[src/rtl/kanagawa_fifo_stream_reader_pkg.sv]
// Shared types for the show-ahead FIFO stream reader: occupancy encoding and depth.
package kanagawa_fifo_reader_pkg;

   typedef enum logic [1:0] {RD_EMPTY, RD_ONE, RD_TWO} rd_occ_t;

   localparam int RD_MAX_OCC = 2;

endpackage

[src/rtl/kanagawa_fifo_stream_reader_if.sv]
// FIFO read port plus valid/ready output stream; master = reader, slave = FIFO + consumer.
interface kanagawa_fifo_stream_reader_if #(
   parameter int WIDTH = 32
);
   logic             fifo_empty;
   logic [WIDTH-1:0] fifo_q;
   logic             fifo_rdreq;
   logic             out_valid;
   logic             out_ready;
   logic [WIDTH-1:0] out_data;

   modport master (
      input  fifo_empty, fifo_q, out_ready,
      output fifo_rdreq, out_valid, out_data
   );

   modport slave (
      output fifo_empty, fifo_q, out_ready,
      input  fifo_rdreq, out_valid, out_data
   );
endinterface

[src/rtl/kanagawa_fifo_stream_reader_slots.sv]
// Two-entry data store: slot0 is the presented head, slot1 the skid entry.
module kanagawa_fifo_stream_reader_slots #(
   parameter int WIDTH = 32
) (
   input  logic             clk_i,
   input  logic             ld0_i,
   input  logic             ld1_i,
   input  logic             shift_i,
   input  logic [WIDTH-1:0] din_i,
   output logic [WIDTH-1:0] slot0_o
);
   logic [WIDTH-1:0] slot0_q, slot0_d;
   logic [WIDTH-1:0] slot1_q, slot1_d;

   always_comb begin
      slot0_d = slot0_q;
      slot1_d = slot1_q;
      if (ld0_i)
         slot0_d = din_i;
      else if (shift_i)
         slot0_d = slot1_q;
      if (ld1_i)
         slot1_d = din_i;
   end

   // Data carries no reset; occupancy in the parent decides what is meaningful.
   always_ff @(posedge clk_i) begin
      slot0_q <= slot0_d;
      slot1_q <= slot1_d;
   end

   assign slot0_o = slot0_q;
endmodule

[src/rtl/kanagawa_fifo_stream_reader.sv]
// Show-ahead FIFO reader with a two-entry registered valid/ready output.
// Optional counters enabled by KANAGAWA_FIFO_READER_STATS_EN.
module kanagawa_fifo_stream_reader
   import kanagawa_fifo_reader_pkg::*;
#(
   parameter int WIDTH      = 32,
   parameter int STAT_WIDTH = 32
) (
   input  logic                          clock,
   input  logic                          rst,
   input  logic                          flush,
   kanagawa_fifo_stream_reader_if.master bus
`ifdef KANAGAWA_FIFO_READER_STATS_EN
   ,
   output logic [STAT_WIDTH-1:0]         stat_beats,
   output logic [STAT_WIDTH-1:0]         stat_stalls
`endif
);
   rd_occ_t    cnt_q, cnt_d;
   logic       pop, acc;
   logic       ld0, ld1, shift;

   // rdreq looks only at registered occupancy, keeping out_ready off the FIFO path.
   assign bus.fifo_rdreq = ~rst & ~flush & ~bus.fifo_empty & (cnt_q != RD_TWO);
   assign pop            = bus.fifo_rdreq;
   assign acc            = bus.out_valid & bus.out_ready;
   assign bus.out_valid  = (cnt_q != RD_EMPTY);

   always_comb begin
      cnt_d = cnt_q;
      ld0   = 1'b0;
      ld1   = 1'b0;
      shift = 1'b0;
      case (cnt_q)
         RD_EMPTY: if (pop) begin
            cnt_d = RD_ONE;
            ld0   = 1'b1;
         end
         RD_ONE: begin
            if (pop && acc)
               ld0 = 1'b1;
            else if (pop) begin
               cnt_d = RD_TWO;
               ld1   = 1'b1;
            end else if (acc)
               cnt_d = RD_EMPTY;
         end
         RD_TWO: if (acc) begin
            cnt_d = RD_ONE;
            shift = 1'b1;
         end
         default: cnt_d = RD_EMPTY;
      endcase
      if (flush) begin
         cnt_d = RD_EMPTY;
         shift = 1'b0;
      end
   end

   always_ff @(posedge clock) begin
      if (rst) cnt_q <= RD_EMPTY;
      else     cnt_q <= cnt_d;
   end

   kanagawa_fifo_stream_reader_slots #(.WIDTH(WIDTH)) u_slots (
      .clk_i   (clock),
      .ld0_i   (ld0),
      .ld1_i   (ld1),
      .shift_i (shift),
      .din_i   (bus.fifo_q),
      .slot0_o (bus.out_data)
   );

`ifdef KANAGAWA_FIFO_READER_STATS_EN
   logic [STAT_WIDTH-1:0] beats_q, stalls_q;

   // Free-running counters; flush leaves them alone so delivered history survives.
   always_ff @(posedge clock) begin
      if (rst) begin
         beats_q  <= '0;
         stalls_q <= '0;
      end else begin
         if (acc)                            beats_q  <= beats_q + STAT_WIDTH'(1);
         if (bus.out_valid && !bus.out_ready) stalls_q <= stalls_q + STAT_WIDTH'(1);
      end
   end

   assign stat_beats  = beats_q;
   assign stat_stalls = stalls_q;
`endif

`ifndef NO_DYNAMIC_ASSERTS
   a_occ_max: assert property (@(posedge clock) disable iff (rst)
      int'(cnt_q) <= RD_MAX_OCC);
   a_stall_stable: assert property (@(posedge clock) disable iff (rst)
      (bus.out_valid && !bus.out_ready && !flush) |=> (bus.out_valid && $stable(bus.out_data)));
   a_no_underflow: assert property (@(posedge clock)
      bus.fifo_rdreq |-> !bus.fifo_empty);
`endif
endmodule
[src/flat_wrapper.sv]
// flat-port wrapper written by rule: the top's interface ports become plain ports
module kanagawa_fifo_stream_reader_flat import kanagawa_fifo_reader_pkg::*;
#(
   parameter int WIDTH      = 32,
   parameter int STAT_WIDTH = 32
)
  (clock, rst, flush, bus_fifo_empty, bus_fifo_q, bus_out_ready, bus_fifo_rdreq, bus_out_valid, bus_out_data);
  kanagawa_fifo_stream_reader_if #(.WIDTH(WIDTH)) bus_i ();
  input  logic clock;
  input  logic rst;
  input  logic flush;
  input wire logic [$bits(bus_i.fifo_empty)-1:0] bus_fifo_empty;
  input wire logic [$bits(bus_i.fifo_q)-1:0] bus_fifo_q;
  input wire logic [$bits(bus_i.out_ready)-1:0] bus_out_ready;
  output wire logic [$bits(bus_i.fifo_rdreq)-1:0] bus_fifo_rdreq;
  output wire logic [$bits(bus_i.out_valid)-1:0] bus_out_valid;
  output wire logic [$bits(bus_i.out_data)-1:0] bus_out_data;
  assign bus_i.fifo_empty = bus_fifo_empty;
  assign bus_i.fifo_q = bus_fifo_q;
  assign bus_i.out_ready = bus_out_ready;
  assign bus_fifo_rdreq = bus_i.fifo_rdreq;
  assign bus_out_valid = bus_i.out_valid;
  assign bus_out_data = bus_i.out_data;
  kanagawa_fifo_stream_reader #(.WIDTH(WIDTH), .STAT_WIDTH(STAT_WIDTH)) u_core (.clock(clock), .rst(rst), .flush(flush), .bus(bus_i));
endmodule
[config.mk]
export PLATFORM = sky130hd
export DESIGN_NAME = kanagawa_fifo_stream_reader_flat
export DESIGN_NICKNAME = d
export VERILOG_FILES = /design/src/rtl/kanagawa_fifo_stream_reader_pkg.sv /design/src/rtl/kanagawa_fifo_stream_reader_if.sv /design/src/rtl/kanagawa_fifo_stream_reader_slots.sv /design/src/rtl/kanagawa_fifo_stream_reader.sv /design/src/flat_wrapper.sv
export SDC_FILE = /design/constraint.sdc
export NUM_CORES = 1
export LEC_CHECK = 0
export CAP_MARGIN = 20
export CORE_MARGIN = 4
export CORE_UTILIZATION = 51
export DETAILED_ROUTE_END_ITERATION = 8
export GPL_ROUTABILITY_DRIVEN = 0
export HOLD_SLACK_MARGIN = 0.15
export PLACE_DENSITY_LB_ADDON = 0.05
export REMOVE_ABC_BUFFERS = 1
export SLEW_MARGIN = 5
export SYNTH_ARGS = -nofsm -noshare
export SYNTH_HDL_FRONTEND = slang
export SYNTH_SLANG_ARGS = --single-unit
[constraint.sdc]
create_clock -name clock -period 6.38 [get_ports clock]
set_clock_uncertainty 0.05 [all_clocks]
set_input_delay 0.957 -clock clock [delete_from_list [all_inputs] [get_ports clock]]
set_output_delay 0.957 -clock clock [all_outputs]
set_load 0.02 [all_outputs]
Yosys cells after proc, flatten, opt, wreduce, memory -nomap -nowiden
Index checks and enable logic that the tools add are counted.
Widths: inputs -> output; s select.
{"block": "word_totals", "n_memories": 0, "word_cells": 39, "latch_bits": 0, "mem_bits_ro": 0, "ram_bits": 0, "reg_bits": 66}
{"block": "classes", "n_addsub": 0, "bitwise_logic": 7, "order_cmp": 0, "mux": 16, "div": 0, "reduce_logical": 6, "shifts": 0, "eq_ne": 7, "multipliers": 0}
{"cell": "$mux 32", "count": 2}
{"cell": "$mux 2", "count": 5}
{"cell": "$mux 1", "count": 7}
{"cell": "$pmux 2 s3", "count": 1}
{"cell": "$and 1x1->1", "count": 4}
{"cell": "$ne 2x1->1 const B", "count": 2}
{"cell": "$ne 2x2->1 const B", "count": 2}
{"cell": "$reduce_and 4->1", "count": 1}
{"cell": "$reduce_bool 2->1", "count": 2}
{"cell": "$ne 3x1->1 const B", "count": 1}
{"cell": "$not 1->1", "count": 3}
{"cell": "$eq 2x1->1 const B", "count": 1}
{"cell": "$eq 2x2->1 const B", "count": 1}
{"cell": "$logic_not 2->1", "count": 1}
{"cell": "$pmux 1 s2", "count": 1}
{"cell": "$reduce_or 2->1", "count": 1}
{"cell": "$logic_and 1x1->1", "count": 1}

Logic depth before layout (Yosys ltp)
Gate-level depths: netlist (run 1).
{"block": "logic_depth", "word_depth": 8, "mapped_depth": 4}

By module
From an unflattened synthesis (run 1), not the netlist that was laid out.
{"block": "unflattened", "cells_unflattened": 118, "hier_area_um2": 2632.5}
{"module": "kanagawa_fifo_stream_reader_slots", "area_per_inst_um2": 2468.6, "cells_per_inst": 101, "seq_area_each_um2": 1921.8, "instances": 1}
{"module": "kanagawa_fifo_stream_reader", "area_per_inst_um2": 163.9, "cells_per_inst": 17, "seq_area_each_um2": 40.0, "instances": 1}

Worst setup path after synthesis (run 1)
No wires, ideal clock.
{"block": "synth_timing", "kind": "input -> register", "from": "in flush", "to": "reg u_core.u_slots.slot1_q[0] (enable)", "arrival_time_ns": 2.728, "required_time_ns": 5.905, "path_buffers": 0, "cell_stages": 2, "setup_slack_ns": 3.178, "setup_time_ns": 0.425, "cell_sequence": "nor4_4 -> nor2b_1"}
{"block": "synth_between", "elab_chain_cells": 7, "elab_cells_between_ends": 8, "classes_between": "mux (3); bitwise (4); reduce/logical (1)"}
{"element": "start: declaration", "line": "flat_wrapper.sv:11", "text": "input logic flush;"}
{"element": "$not 1->1 (*)", "line": "kanagawa_fifo_stream_reader.sv:24", "text": "assign bus.fifo_rdreq = ~rst & ~flush & ~bus.fifo_empty & (cnt_q != RD_TWO);"}
{"element": "$and 1x1->1 (*) (3 in a row)", "line": "kanagawa_fifo_stream_reader.sv:24"}
{"element": "$mux 1 or $logic_and 1x1->1 (tied branches)", "line": "kanagawa_fifo_stream_reader.sv:42, kanagawa_fifo_stream_reader.sv:40"}
{"element": "$mux 1 (*)", "line": "kanagawa_fifo_stream_reader.sv:40", "text": "if (pop && acc)"}
{"element": "$mux 1 (*)", "line": "kanagawa_fifo_stream_reader.sv:34", "text": "case (cnt_q)"}
{"element": "named net u_core.ld1", "line": "kanagawa_fifo_stream_reader.sv:21", "text": "logic ld0, ld1, shift;"}
{"element": "end signal: assignment", "line": "kanagawa_fifo_stream_reader_slots.sv:29", "text": "slot1_q <= slot1_d;"}
{"element": "end: declaration", "line": "kanagawa_fifo_stream_reader_slots.sv:13", "text": "logic [WIDTH-1:0] slot1_q, slot1_d;"}
The timed path passes the listed nets; every way through them passes the cells marked *.
A chain may end at the register's enable or synchronous reset.

Worst setup path in the final report (run 1)
{"block": "layout_timing", "from": "in flush", "to": "out bus_fifo_rdreq"}
{"block": "layout_between", "elab_chain_cells": 4}
{"element": "$not 1->1", "line": "kanagawa_fifo_stream_reader.sv:24"}
{"element": "$and 1x1->1 (3 in a row)", "line": "kanagawa_fifo_stream_reader.sv:24"}
{"element": "end: declaration", "line": "flat_wrapper.sv:15", "text": "output wire logic [$bits(bus_i.fifo_rdreq)-1:0] bus_fifo_rdreq;"}
No other way between the ends.

==> metrics.txt, run 1 <==
status finished, final reports clean; R2R Setup Slk 3.96 ns; Power Total 0.9197 mW; H-tree depth 3; XOR/XNOR Fraction of Synth Area 0; slew at the pin with the worst max-slew slack 1.066 ns; simple logic cell fraction of the synthesized area 0.03863; total of warnings raised by yosys 0; 1st-pass router iterations 6; die area 6285 um^2; clock tree buffer depth 2; Iter 0 DRT Violations 59; first-pass GRT wire length 6955 um; MaxCap Viol Count 0; Post-CTS Setup Repair Bufs 0; commonest non-fill, non-tap cell in the layout clkdlybuf4s50_1; DRC viols 0; Yosys cell types 18; unrepaired setup endpoints after global routing false; HP Class flop to flop; fin cells 272; commonest non-fill, non-tap cells in the layout 70 x clkdlybuf4s50_1, 64 x edfxtp_1, 29 x mux2_4, 9 x clkbuf_8; total clock sinks 66; GRT Util Overall 0.1489; worst vdd rail ir drop 0.1812 mV; Leak 1.306 nW; hpwl dp 3052 um; I/O Pins 71; Final Util 0.7403; Synth Area in Compound Gates 0.008691; routed len/inst 16.39 um; Final min period 3.562 ns; Final Max Tran Viols 0; share of cells above drive strength 1 0.2537; pwr/cell area 257.9 nW/um^2; ant diodes 0; Slew HR 0.2866; Fin. Hold Viols 0; Final Setup Violations 0; cts repair resizes 0; met3 GRT Util 0.03968; Post-DRT Antenna Nets 0; f_max 280.8 MHz; CP arrival 2.55 ns; most used routing layer met2; Setup CP Type input pin to primary output; Reg clk slew, reported paths 0.06 ns; Fillers 310; layout net count 237; average cell area after synthesis 21.42 um^2; Rows 25; CP endpoint kind primary output; post-place setup slack 2.832 ns; met2 Use GR 0.2542; Synth Register Bits 66; worst skew pair latency 0.32 ns; DR vias 1334; multiplexer area fraction after synthesis 0.1811; Die Y-Extent 79.28 um; Congestion Overflow GR 0; worst path required time 5.37 ns; multi-input logic area 599.3 um^2; largest net degree at the start of global routing 34; vias in the first global route 1411; Area growth syn-to-layout 37.61%; Hold Buf Count CTS 0; Port Buffers 70; Final WS setup 2.818 ns; CTS tree built; Tcrit/Tclk final 0.5583; Initial Utilization 0.5379; Post-Syn Area 2591 um^2; FF+latch area 1962 um^2; root buffer cell clkbuf_8; Post-Place Cells 256; initial antenna violation count 0; largest family of logic cells by synthesized area multiplexers; chip width 79.28 um; kind of start point of the critical path input pin; CP Max Fanout 3; core area 4817 um^2; Setup TNS Final 0 ns; Num CTS Buffers 9; met1 usage 0.1780; total wire length 4459 um; vias per cell 4.904; cell count after synthesis 121; sequential share of the synthesized area 0.7571; area share of fa/ha/maj cells after synthesis 0
routing by layer:
layer / wire (um) / up-vias
li1: - / 640
met1: 1926 / 653
met2: 2285 / 39
met3: 231 / 2
met4: 15 / 0
met5: 0 / -
critical path, cell delays in order:
cell and delay (ns):
clkdlybuf4s50_1 0.47, or2_2 0.35, nor3_1 0.15, clkdlybuf4s50_1 0.63
state kept, by name, summed over array words and instances (netlist names):
signal / cells
u_core.cnt_q: 2
u_core.u_slots.slot1_q: 32
u_core.u_slots.slot0_o: 32
where the power goes:
group | leakage [nW] | total, mW | internal [mW] | switching [mW]
combinational | 0.605 | 0.0713 | 0.0427 | 0.0286
clock | 0.104 | 0.364 | 0.217 | 0.146
sequential | 0.598 | 0.485 | 0.482 | 0.00258
total | 1.31 | 0.920 | 0.742 | 0.178
per-stage QoR:
stage,area [um^2],hold slack [ns]
after global routing,3566,0.5098
final,3566,0.4980
after floorplan,2557,0.4734
after CTS,3566,0.5001
after global placement,3357,0.4828
after detailed placement,3357,0.4854
cell families (layout without fill, tap and decap cells):
| kind of cell | after synthesis | count (layout) |
|---|---|---|
| and+or+nand+nor | 15 | 15 |
| muxes | 32 | 32 |
| DFF | 66 | 66 |
| AOI/OAI and AO/OA | 4 | 4 |
| buffers and inverters | 4 | 88 |
Yosys cell counts:
cell type	n	share of area
mux2_2	3	0.013
nand2_1	1	0.0014
a31oi_1	2	0.0048
buf_6	3	0.013
dfxtp_1	2	0.015
nor4_4	1	0.0082
nor3_1	3	0.0058
mux2_4	29	0.17
nand2_2	1	0.0024
or2_2	2	0.0048
nor3b_1	1	0.0029
edfxtp_1	64	0.74
nor2b_1	2	0.0048
nand3b_1	1	0.0029
nor2_1	2	0.0029
a21oi_1	2	0.0039
inv_1	1	0.0014
nand2b_1	1	0.0024
worst paths after layout:
kind	from	endpoint	depth (start not counted)
min	u_core.u_slots.slot1_q[10]	u_core.u_slots.slot0_o[10]	1
max	flush	bus_fifo_rdreq	4
min reg2reg	u_core.u_slots.slot1_q[10]	u_core.u_slots.slot0_o[10]	1
max reg2reg	u_core.cnt_q[1]	u_core.u_slots.slot0_o[22]	4
cell type report:
class                           instances  share of cell area
Sequential cell                        66              0.5502
Timing Repair Buffer                   71              0.1986
Multi-Input combinational cell         51              0.1681
Clock buffer                           10             0.03579
Tap cell                               67             0.02351
Clock inverter                          6             0.02281
Inverter                                1            0.001053
No activity file was read; power rests on OpenSTA's default activity.
==> run 2: changes to the inputs <==
--- a/config.mk
+++ b/config.mk
@@ -7,7 +7,7 @@
 export LEC_CHECK = 0
 export CAP_MARGIN = 20
 export CORE_MARGIN = 4
-export CORE_UTILIZATION = 51
+export CORE_UTILIZATION = 43
 export DETAILED_ROUTE_END_ITERATION = 8
 export GPL_ROUTABILITY_DRIVEN = 0
 export HOLD_SLACK_MARGIN = 0.15
==> constraint.sdc (replaced) <==
create_clock -name clock -period 2.9 [get_ports clock]
set_clock_uncertainty 0.05 [all_clocks]
set_input_delay 0.435 -clock clock [delete_from_list [all_inputs] [get_ports clock]]
set_output_delay 0.435 -clock clock [all_outputs]
set_load 0.02 [all_outputs]
==> run 2 against run 1 <==
First-iteration DRC count is 10% lower. Cell area up 0.49%. Clock power grew 91%. Global-route usage shrank 0.92 points. Sequential share of layout area fell by 0.27 points. Die area grew 17%. Total power up 110%. Worst hold slack improved by 0.0014 ns. Sequential power up 120%. Via count up 3.1%. Flip-flop and latch count stayed put. Worst setup slack got worse by 2.4 ns. Critical path type unchanged. Highest routed layer unchanged.
==> metrics.txt, run 2 (same netlist as run 1, synthesis figures left out) <==
status finished, final reports clean (unchanged); Final Util 0.6088 (was 0.7403); hpwl dp 3275 um (was 3052 um); multi-input logic area 599.3 um^2 (unchanged); worst skew pair latency 0.32 ns (about the same); Fillers 458 (was 310); f_max 396.8 MHz; CP arrival 2.04 ns (was 2.55 ns); FF+latch area 1962 um^2 (unchanged); worst vdd rail ir drop 0.2492 mV (was 0.1812 mV); routed len/inst 16.96 um (was 16.39 um); die area 7333 um^2 (was 6285 um^2); H-tree depth 3 (unchanged); layout net count 241 (was 237); Num CTS Buffers 9 (unchanged); CP endpoint kind primary output (unchanged); kind of start point of the critical path input pin (unchanged); worst path required time 2.41 ns (was 5.37 ns); chip width 85.63 um (was 79.28 um); Setup CP Type input pin to primary output (unchanged); pwr/cell area 535.4 nW/um^2 (was 257.9 nW/um^2); root buffer cell clkbuf_8 (unchanged); unrepaired setup endpoints after global routing false (unchanged); DR vias 1375 (was 1334); Final Max Tran Viols 0 (unchanged); clock tree buffer depth 2 (unchanged); GRT Util Overall 0.1397 (was 0.1489); initial antenna violation count 0 (unchanged); vias per cell 4.859 (was 4.904); vias in the first global route 1505 (was 1411); 1st-pass router iterations 3 (was 6); Post-CTS Setup Repair Bufs 0 (unchanged); Leak 1.318 nW (was 1.306 nW); CP Max Fanout 3 (unchanged); Fin. Hold Viols 0 (unchanged); commonest non-fill, non-tap cells in the layout 70 x clkdlybuf4s50_1, 64 x edfxtp_1, 29 x mux2_4, 9 x clkbuf_8, 4 x buf_4 (was 70 x clkdlybuf4s50_1, 64 x edfxtp_1, 29 x mux2_4, 9 x clkbuf_8); Post-DRT Antenna Nets 0 (unchanged); commonest non-fill, non-tap cell in the layout clkdlybuf4s50_1 (unchanged); core area 5886 um^2 (was 4817 um^2); first-pass GRT wire length 7527 um (was 6955 um); ant diodes 0 (unchanged); post-place setup slack 0.3854 ns (was 2.832 ns); Setup TNS Final 0 ns (unchanged); Initial Utilization 0.4403 (was 0.5379); MaxCap Viol Count 0 (unchanged); Final Setup Violations 0 (unchanged); Iter 0 DRT Violations 53 (was 59); Reg clk slew, reported paths 0.06 ns (about the same); Die Y-Extent 85.63 um (was 79.28 um); largest net degree at the start of global routing 34 (unchanged); total clock sinks 66 (unchanged); Power Total 1.919 mW (was 0.9197 mW); Port Buffers 70 (unchanged); Tcrit/Tclk final 0.8690; Final WS setup 0.3798 ns (was 2.818 ns); Rows 28 (was 25); Slew HR 0.7858 (was 0.2866); DRC viols 0 (unchanged); Hold Buf Count CTS 0 (unchanged); Final min period 2.520 ns; CTS tree built (unchanged); slew at the pin with the worst max-slew slack 0.3209 ns (was 1.066 ns); cts repair resizes 0 (unchanged); Area growth syn-to-layout 38.29% (was 37.61%); total wire length 4801 um (was 4459 um); share of cells above drive strength 1 0.2548 (was 0.2537); I/O Pins 71 (unchanged); HP Class flop to flop (unchanged); Congestion Overflow GR 0 (unchanged)
## run 2: worst max-delay path: stages
cell and delay, ns:
clkdlybuf4s50_1 0.48, or2_2 0.36, nor3_1 0.14, clkdlybuf4s50_1 0.63
## run 2: layout make-up
cell class	instances	share of cell area
Tap cell	75	0.02619
Clock inverter	5	0.01292
Inverter	1	0.001047
Multi-Input combinational cell	51	0.1672
Sequential cell	66	0.5475
Clock buffer	10	0.03561
Timing Repair Buffer	75	0.2095
## run 2: final timing paths
check	startpoint	endpoint	slack (ns)	depth (start not counted)
worst min-delay path	u_core.u_slots.slot1_q[17]	u_core.u_slots.slot0_o[17]	0.50	1
worst min register to register	u_core.u_slots.slot1_q[17]	u_core.u_slots.slot0_o[17]	0.50	1
worst max-delay path	flush	bus_fifo_rdreq	0.38	4
worst max register to register	u_core.cnt_q[1]	u_core.u_slots.slot0_o[19]	1.09	5
## run 2: report_power, final
group / leakage [nW] / total (mW) / internal [mW] / switching, mW
registers: 0.598 / 1.07 / 1.06 / 0.00547
clock network: 0.0886 / 0.694 / 0.382 / 0.311
logic: 0.631 / 0.159 / 0.0951 / 0.0638
## run 2: stage by stage
stage,instance area [um^2],instances,hold slack (ns)
3_3_place_gp,3410,268,0.4826
2_1_floorplan,2557,118,0.4635
6_report,3583,283,0.4994
3_5_place_dp,3410,268,0.4877
4_1_cts,3583,283,0.5033
5_1_grt,3583,283,0.5094
## run 2: routing by layer
layer,global-route usage,vias to the layer above,part of all wire
met4,0.08201,0,0.021
li1,-,645,-
met3,0.04227,11,0.064
met2,0.2309,45,0.52
met5,0,-,0
met1,0.1602,674,0.40
==> run 3: changes to the inputs <==
--- a/config.mk
+++ b/config.mk
@@ -7,7 +7,7 @@
 export LEC_CHECK = 0
 export CAP_MARGIN = 20
 export CORE_MARGIN = 4
-export CORE_UTILIZATION = 43
+export CORE_UTILIZATION = 28
 export DETAILED_ROUTE_END_ITERATION = 8
 export GPL_ROUTABILITY_DRIVEN = 0
 export HOLD_SLACK_MARGIN = 0.15
==> run 3 against run 2 <==
Cell area increased by 1.4%. Worst hold slack barely moved. Sequential power barely moved. First-iteration DRC count fell by 53%. Routed wire length up 3.2%. Count of clock-buffer cells in the layout up 1. Critical path depth is the same. Largest power group unchanged.
==> metrics.txt, run 3 (same netlist as run 1, synthesis figures left out) <==
kind of start point of the critical path input pin (unchanged); DR vias 1386 (was 1375); Int Pwr 1.549 mW (was 1.538 mW); GRT Util Overall 0.09543 (was 0.1397); CP arrival 2.04 ns (about the same); chip width 104.2 um (was 85.63 um); layout net count 242 (was 241); status finished, final reports clean (unchanged); largest net degree at the start of global routing 20 (was 34); hold path startpoint u_core.u_slots.slot1_q[21] (was u_core.u_slots.slot1_q[17]); initial antenna violation count 0 (unchanged); H-tree depth 3 (unchanged); worst vdd rail ir drop 0.2297 mV (was 0.2492 mV); Leak 1.316 nW (was 1.318 nW); Tcrit/Tclk final 0.8695 (was 0.8690); Setup CP Type input pin to primary output (unchanged); Final Setup Violations 0 (unchanged); Num CTS Buffers 9 (unchanged); Critical-path top delay cell clkdlybuf4s50_1 (unchanged); MaxCap Viol Count 0 (unchanged); hpwl dp 3425 um (was 3275 um); Congestion Overflow GR 0 (unchanged); routed len/inst 15.58 um (was 16.96 um); Fin. Hold Viols 0 (unchanged); CP endpoint kind primary output (unchanged); Post-CTS Setup Repair Bufs 0 (unchanged); Die Y-Extent 104.2 um (was 85.63 um); critical path buffer and inverter count 2 (unchanged); CP Cell Sequence clkdlybuf4s50_1 -> or2_2 -> nor3_1 -> clkdlybuf4s50_1 (unchanged); sequential share of power 0.546 (was 0.556); die area 10860 um^2 (was 7333 um^2); HP Class flop to flop (unchanged); Crit path top cell by count clkdlybuf4s50_1 (unchanged); CP Launch Point flush (unchanged); first-pass GRT wire length 7948 um (was 7527 um); Hold Buf Count CTS 0 (unchanged); Clk pwr share 0.373 (was 0.362); Setup TNS Final 0 ns (unchanged); commonest non-fill, non-tap cells in the layout 70 x clkdlybuf4s50_1, 64 x edfxtp_1, 29 x mux2_4, 9 x clkbuf_8, 6 x buf_4 (was 70 x clkdlybuf4s50_1, 64 x edfxtp_1, 29 x mux2_4, 9 x clkbuf_8, 4 x buf_4); Iter 0 DRT Violations 25 (was 53); commonest non-fill, non-tap cell in the layout clkdlybuf4s50_1 (unchanged); switch share 0.2067 (was 0.1984); delay-heaviest family, CP buffers and inverters (unchanged); worst path required time 2.41 ns (about the same); slew at the pin with the worst max-slew slack 0.2991 ns (was 0.3209 ns); f_max 396.6 MHz (was 396.8 MHz); cts repair resizes 0 (unchanged); I/O Pins 71 (unchanged); DRC viols 0 (unchanged); CP Max Fanout 3 (unchanged); NetSw 0.4035 mW (was 0.3806 mW); Final Max Tran Viols 0 (unchanged); 1st-pass router iterations 4 (was 3); placed cell area 3448 um^2 (was 3410 um^2); Final Util 0.4108 (was 0.6088); Initial Utilization 0.2928 (was 0.4403); Rows 34 (was 28); share of cells above drive strength 1 0.2762 (was 0.2548); worst hold slack 0.4991 ns (was 0.4994 ns); Final min period 2.522 ns (was 2.520 ns); ant diodes 0 (unchanged); Fillers 830 (was 458); Area growth syn-to-layout 40.27% (was 38.29%); Port Buffers 70 (unchanged); Slew HR 0.8006 (was 0.7858); Post-DRT Antenna Nets 0 (unchanged); vias in the first global route 1594 (was 1505); root buffer cell clkbuf_8 (unchanged); total clock sinks 66 (unchanged); CTS tree built (unchanged); Max stage delay on crit path 0.64 ns (was 0.63 ns); RR Startpoint u_core.cnt_q[1] (unchanged); vias per cell 4.358 (was 4.859); pwr/cell area 537.2 nW/um^2 (was 535.4 nW/um^2); core area 8848 um^2 (was 5886 um^2); post-layout instance area 3635 um^2 (was 3583 um^2); Reg clk slew, reported paths 0.06 ns (about the same); clock tree buffer depth 2 (unchanged); unrepaired setup endpoints after global routing false (unchanged); logic gate share of total power 0.081 (was 0.083); total wire length 4955 um (was 4801 um); worst skew pair latency 0.33 ns (was 0.32 ns)
==> run 3: changes by cell type in the layout (fill, tap and decap cells not counted), sizes merged <==
cell      delta
buf          +1
clkbuf       +1
clkinv       -2
clkinvlp     +2
==> run 3: worst paths after layout <==
kind,cells past startpoint,slack (ns),to
min reg2reg,1,0.50,u_core.u_slots.slot0_o[21]
max reg2reg,4,1.16,u_core.u_slots.slot0_o[2]
max,4,0.38,bus_fifo_rdreq
min,1,0.50,u_core.u_slots.slot0_o[21]
==> run 3: area by class of cell <==
class | count | area, um^2 | share of cell area
Sequential cell | 66 | 1962 | 0.5398
Inverter | 1 | 3.754 | 0.001033
Clock inverter | 5 | 55.05 | 0.01515
Multi-Input combinational cell | 51 | 601.8 | 0.1656
Timing Repair Buffer | 76 | 745.7 | 0.2052
Clock buffer | 11 | 131.4 | 0.03614
Tap cell | 108 | 135.1 | 0.03718
==> run 3: power groups by stage <==
stage	registers [mW]	clock network (mW)	logic, mW
after floorplan	1.10	0	0.0494
after global placement	1.09	0	0.157
after detailed placement	1.09	0	0.161
after CTS	1.07	0.760	0.162
after global routing	1.07	0.802	0.170
final	1.07	0.729	0.159
==> run 3: routing by layer <==
metal	share of wire	routed length, um	vias up	global-route usage
li1	-	-	648	-
met1	0.43	2111	681	0.1009
met2	0.49	2437	46	0.1643
met3	0.060	295	11	0.03538
met4	0.022	110	0	0.05223
met5	0	0	-	0
==> run 3: metrics by stage <==
| step | worst slack, ns | std cells | total power, mW |
|---|---|---|---|
| final | 0.3785 | 318 | 1.953 |
| after global placement | 0.4074 | 302 | 1.243 |
| after global routing | 0.3032 | 318 | 2.038 |
| after detailed placement | 0.3674 | 302 | 1.248 |
| after floorplan | 0.2195 | 118 | 1.151 |
| after CTS | 0.3522 | 318 | 1.987 |
==> run 3: worst register-to-register path, stage by stage, from the launching register on <==
cell	delay, ns
dfxtp_1	0.39
nor4_4	0.34
nand2_2	0.13
buf_4	0.25
mux2_4	0.33
==> variant: new RTL, config.mk and constraints of run 2 <==
`WIDTH` is set to 32 in 4 places; all go to 24.
--- a/src/rtl/kanagawa_fifo_stream_reader_if.sv
+++ b/src/rtl/kanagawa_fifo_stream_reader_if.sv
@@ -1,6 +1,6 @@
 // FIFO read port plus valid/ready output stream; master = reader, slave = FIFO + consumer.
 interface kanagawa_fifo_stream_reader_if #(
-   parameter int WIDTH = 32
+   parameter int WIDTH = 24
 );
    logic             fifo_empty;
    logic [WIDTH-1:0] fifo_q;
--- a/src/rtl/kanagawa_fifo_stream_reader_slots.sv
+++ b/src/rtl/kanagawa_fifo_stream_reader_slots.sv
@@ -1,6 +1,6 @@
 // Two-entry data store: slot0 is the presented head, slot1 the skid entry.
 module kanagawa_fifo_stream_reader_slots #(
-   parameter int WIDTH = 32
+   parameter int WIDTH = 24
 ) (
    input  logic             clk_i,
    input  logic             ld0_i,
--- a/src/rtl/kanagawa_fifo_stream_reader.sv
+++ b/src/rtl/kanagawa_fifo_stream_reader.sv
@@ -3,7 +3,7 @@
 module kanagawa_fifo_stream_reader
    import kanagawa_fifo_reader_pkg::*;
 #(
-   parameter int WIDTH      = 32,
+   parameter int WIDTH      = 24,
    parameter int STAT_WIDTH = 32
 ) (
    input  logic                          clock,
--- a/src/flat_wrapper.sv
+++ b/src/flat_wrapper.sv
@@ -1,7 +1,7 @@
 // flat-port wrapper written by rule: the top's interface ports become plain ports
 module kanagawa_fifo_stream_reader_flat import kanagawa_fifo_reader_pkg::*;
 #(
-   parameter int WIDTH      = 32,
+   parameter int WIDTH      = 24,
    parameter int STAT_WIDTH = 32
 )
   (clock, rst, flush, bus_fifo_empty, bus_fifo_q, bus_out_ready, bus_fifo_rdreq, bus_out_valid, bus_out_data);
Ports: changed (resized bus_fifo_q and bus_out_data); port bits go from 71 to 55. No check against the original RTL was run, so the function may have changed too.
==> variant against run 2 <==
  * Die area is 22% lower
  * Worst setup slack got worse by 75 ps
  * Design area shrank 25%
  * Register-to-register slack worse by 30 ps
  * Synthesized area is 24% lower
  * Wire length fell by 29%
  * Global-route usage decreased by 1.6 points
  * Highest routed layer unchanged
  * Clock power down 45%
  * Sequential cell count fell by 16
  * Via count down 25%
  * Cell count decreased by 25%
  * Power is 32% lower
==> variant: results (changes against run 2) <==
critical_path:
  arrival_ps: 2110  # was 2040 ps
  rrSetupSlack_ps: 1060  # was 1090 ps
  reg2reg_to: "u_core.u_slots.slot0_o[11]"  # was u_core.u_slots.slot0_o[19]
  worst-r2r-cell-count: 4  # was 5
  cp_max_fo: 3  # unchanged
finish:
  drive_above_1_share: 0.244  # was 0.255
  final_nets: 188  # was 241
  antennaDiodeCount: 0  # unchanged
clock_network:
  post_cts_resize_count: 0  # unchanged
  numCtsBuffers: 5  # was 9
  clk_pin_slew_worst_paths_ps: 80  # was 60 ps
  htreeDepth: 2  # was 3
  clock_latency_ps: 300  # was 320 ps
  clockBufferDepth: 2  # unchanged
  cts_root_buf: "clkbuf_8"  # unchanged
  postCtsSetupBuffers: 0  # unchanged
hold_path:
  hold_end: "u_core.u_slots.slot0_o[14]"  # was u_core.u_slots.slot0_o[17]
  worstHoldStart: "u_core.u_slots.slot1_q[14]"  # was u_core.u_slots.slot1_q[17]
  holdPathStages: 1  # unchanged
  hold_class: "reg2reg"  # unchanged
sta:
  tightest_slew_ps: 452  # was 321 ps
  holdWs_ps: 504  # was 499 ps
  setup_viol: 0  # unchanged
synthesis:
  yosys_warnings: 0  # unchanged
  synth_edf_count: 48  # was 64
  synth.area.top_cells: "edfxtp_1 73%, mux2_4 14%, mux2_2 2.8%"  # was edfxtp_1 74%, mux2_4 17%, dfxtp_1 1.5%
  async_flop_share: 0  # unchanged
  synthTopCellsByCount: "48 x edfxtp_1, 19 x mux2_4, 5 x mux2_2"  # was 64 x edfxtp_1, 29 x mux2_4, 3 x buf_6, 3 x mux2_2, 3 x nor3_1
  ys_types: 18  # unchanged
  ys_seq_area_frac: 0.749  # was 0.757
grt:
  track_usage: 0.124  # was 0.140
  first_global_vias: 1057  # was 1505
  grt_max_degree: 26  # was 34
  antenna_found_initial: 0  # unchanged
  grt_pass1_wl_mm: 5.05  # was 7.53 mm
detailed_routing:
  via_per_inst: 4.87  # was 4.86
  dr.first_iter.drc_count: 73  # was 53
  first_pass_iters: 5  # was 3
  drtAntennaViolNets: 0  # unchanged
  avgRoutedWirePerCell_um: 16.2  # was 17.0 um
placed_design:
  port_buffers: 54  # was 70
  hpwl_mm: 2.42  # was 3.28 mm
  dpl_cell_area_sq_um: 2590  # was 3410 sq um
power_and_ir_drop:
  p_leak_uw: 0.000970  # was 0.00132 uW
  vdd_ir_drop_max_mv: 0.289  # was 0.249 mV
run_status:
  status: "complete, no violations"  # unchanged
## variant: cell count changes in the layout (fill, tap and decap cells not counted), sizes merged
cell,run 2,this run
buf,5,4
clkbuf,10,5
mux2,32,24
clkinv,4,3
bufinv,1,0
edfxtp,64,48
clkdlybuf4s50,70,54
## variant: logic make-up (layout without fill, tap and decap cells)
group                  after synthesis  after routing  share of synthesized area
AO/OA/AOI/OAI                        4              4                     0.0114
buffers and inverters                3             67                     0.0133
flip-flops                          50             50                      0.749
multiplexers                        24             24                      0.173
AND/OR/NAND/NOR                     15             15                     0.0532
## variant: how the worst max path moves through the flow
stage | startpoint | cells after the start | slack (ps) | endpoint
5_1_grt | flush | 4 | 250 | bus_fifo_rdreq
2_1_floorplan | flush | 2 | 530 | u_core.u_slots.slot1_q[0]
4_1_cts | flush | 4 | 300 | bus_fifo_rdreq
3_5_place_dp | flush | 4 | 300 | bus_fifo_rdreq
3_3_place_gp | flush | 4 | 430 | bus_fifo_rdreq
6_report | flush | 4 | 310 | bus_fifo_rdreq
## variant: critical path, cell delays in order
cell and delay (ps):
clkdlybuf4s50_1 470, or2_2 360, nor3_1 180, clkdlybuf4s50_1 660
## variant: metrics by stage
stage          std cells  total power [uW]  utilization  worst slack, ps
5_1_grt              212              1370        0.607              247
4_1_cts              212              1330        0.607              304
2_1_floorplan         94               872            -              532
6_report             212              1310        0.607              305
3_5_place_dp         204               945        0.587              303
3_3_place_gp         204               942        0.587              425
## variant: report_power, final
| part | internal, uW | total [uW] | switching, uW | leakage [uW] |
|---|---|---|---|---|
| combinational | 72.7 | 122 | 49.2 | 0.000474 |
| clock | 166 | 382 | 216 | 0.0000432 |
| sequential | 801 | 806 | 4.31 | 0.000452 |
| total | 1040 | 1310 | 270 | 0.000970 |
## variant: final cells by class
type | instances | area [sq um]
Fill cell | 332 | 1740
Sequential cell | 50 | 1480
Timing Repair Buffer | 58 | 571
Multi-Input combinational cell | 43 | 472
Clock buffer | 5 | 68.8
Tap cell | 52 | 65.1
Clock inverter | 3 | 16.3
Inverter | 1 | 3.75
## variant: layer usage
metal  track usage  up-vias  part of all wire
met1         0.136      498              0.40
met2         0.211       31              0.51
li1              -      499                 -
met3        0.0580        5             0.081
met5             0        -                 0
met4        0.0408        0             0.012
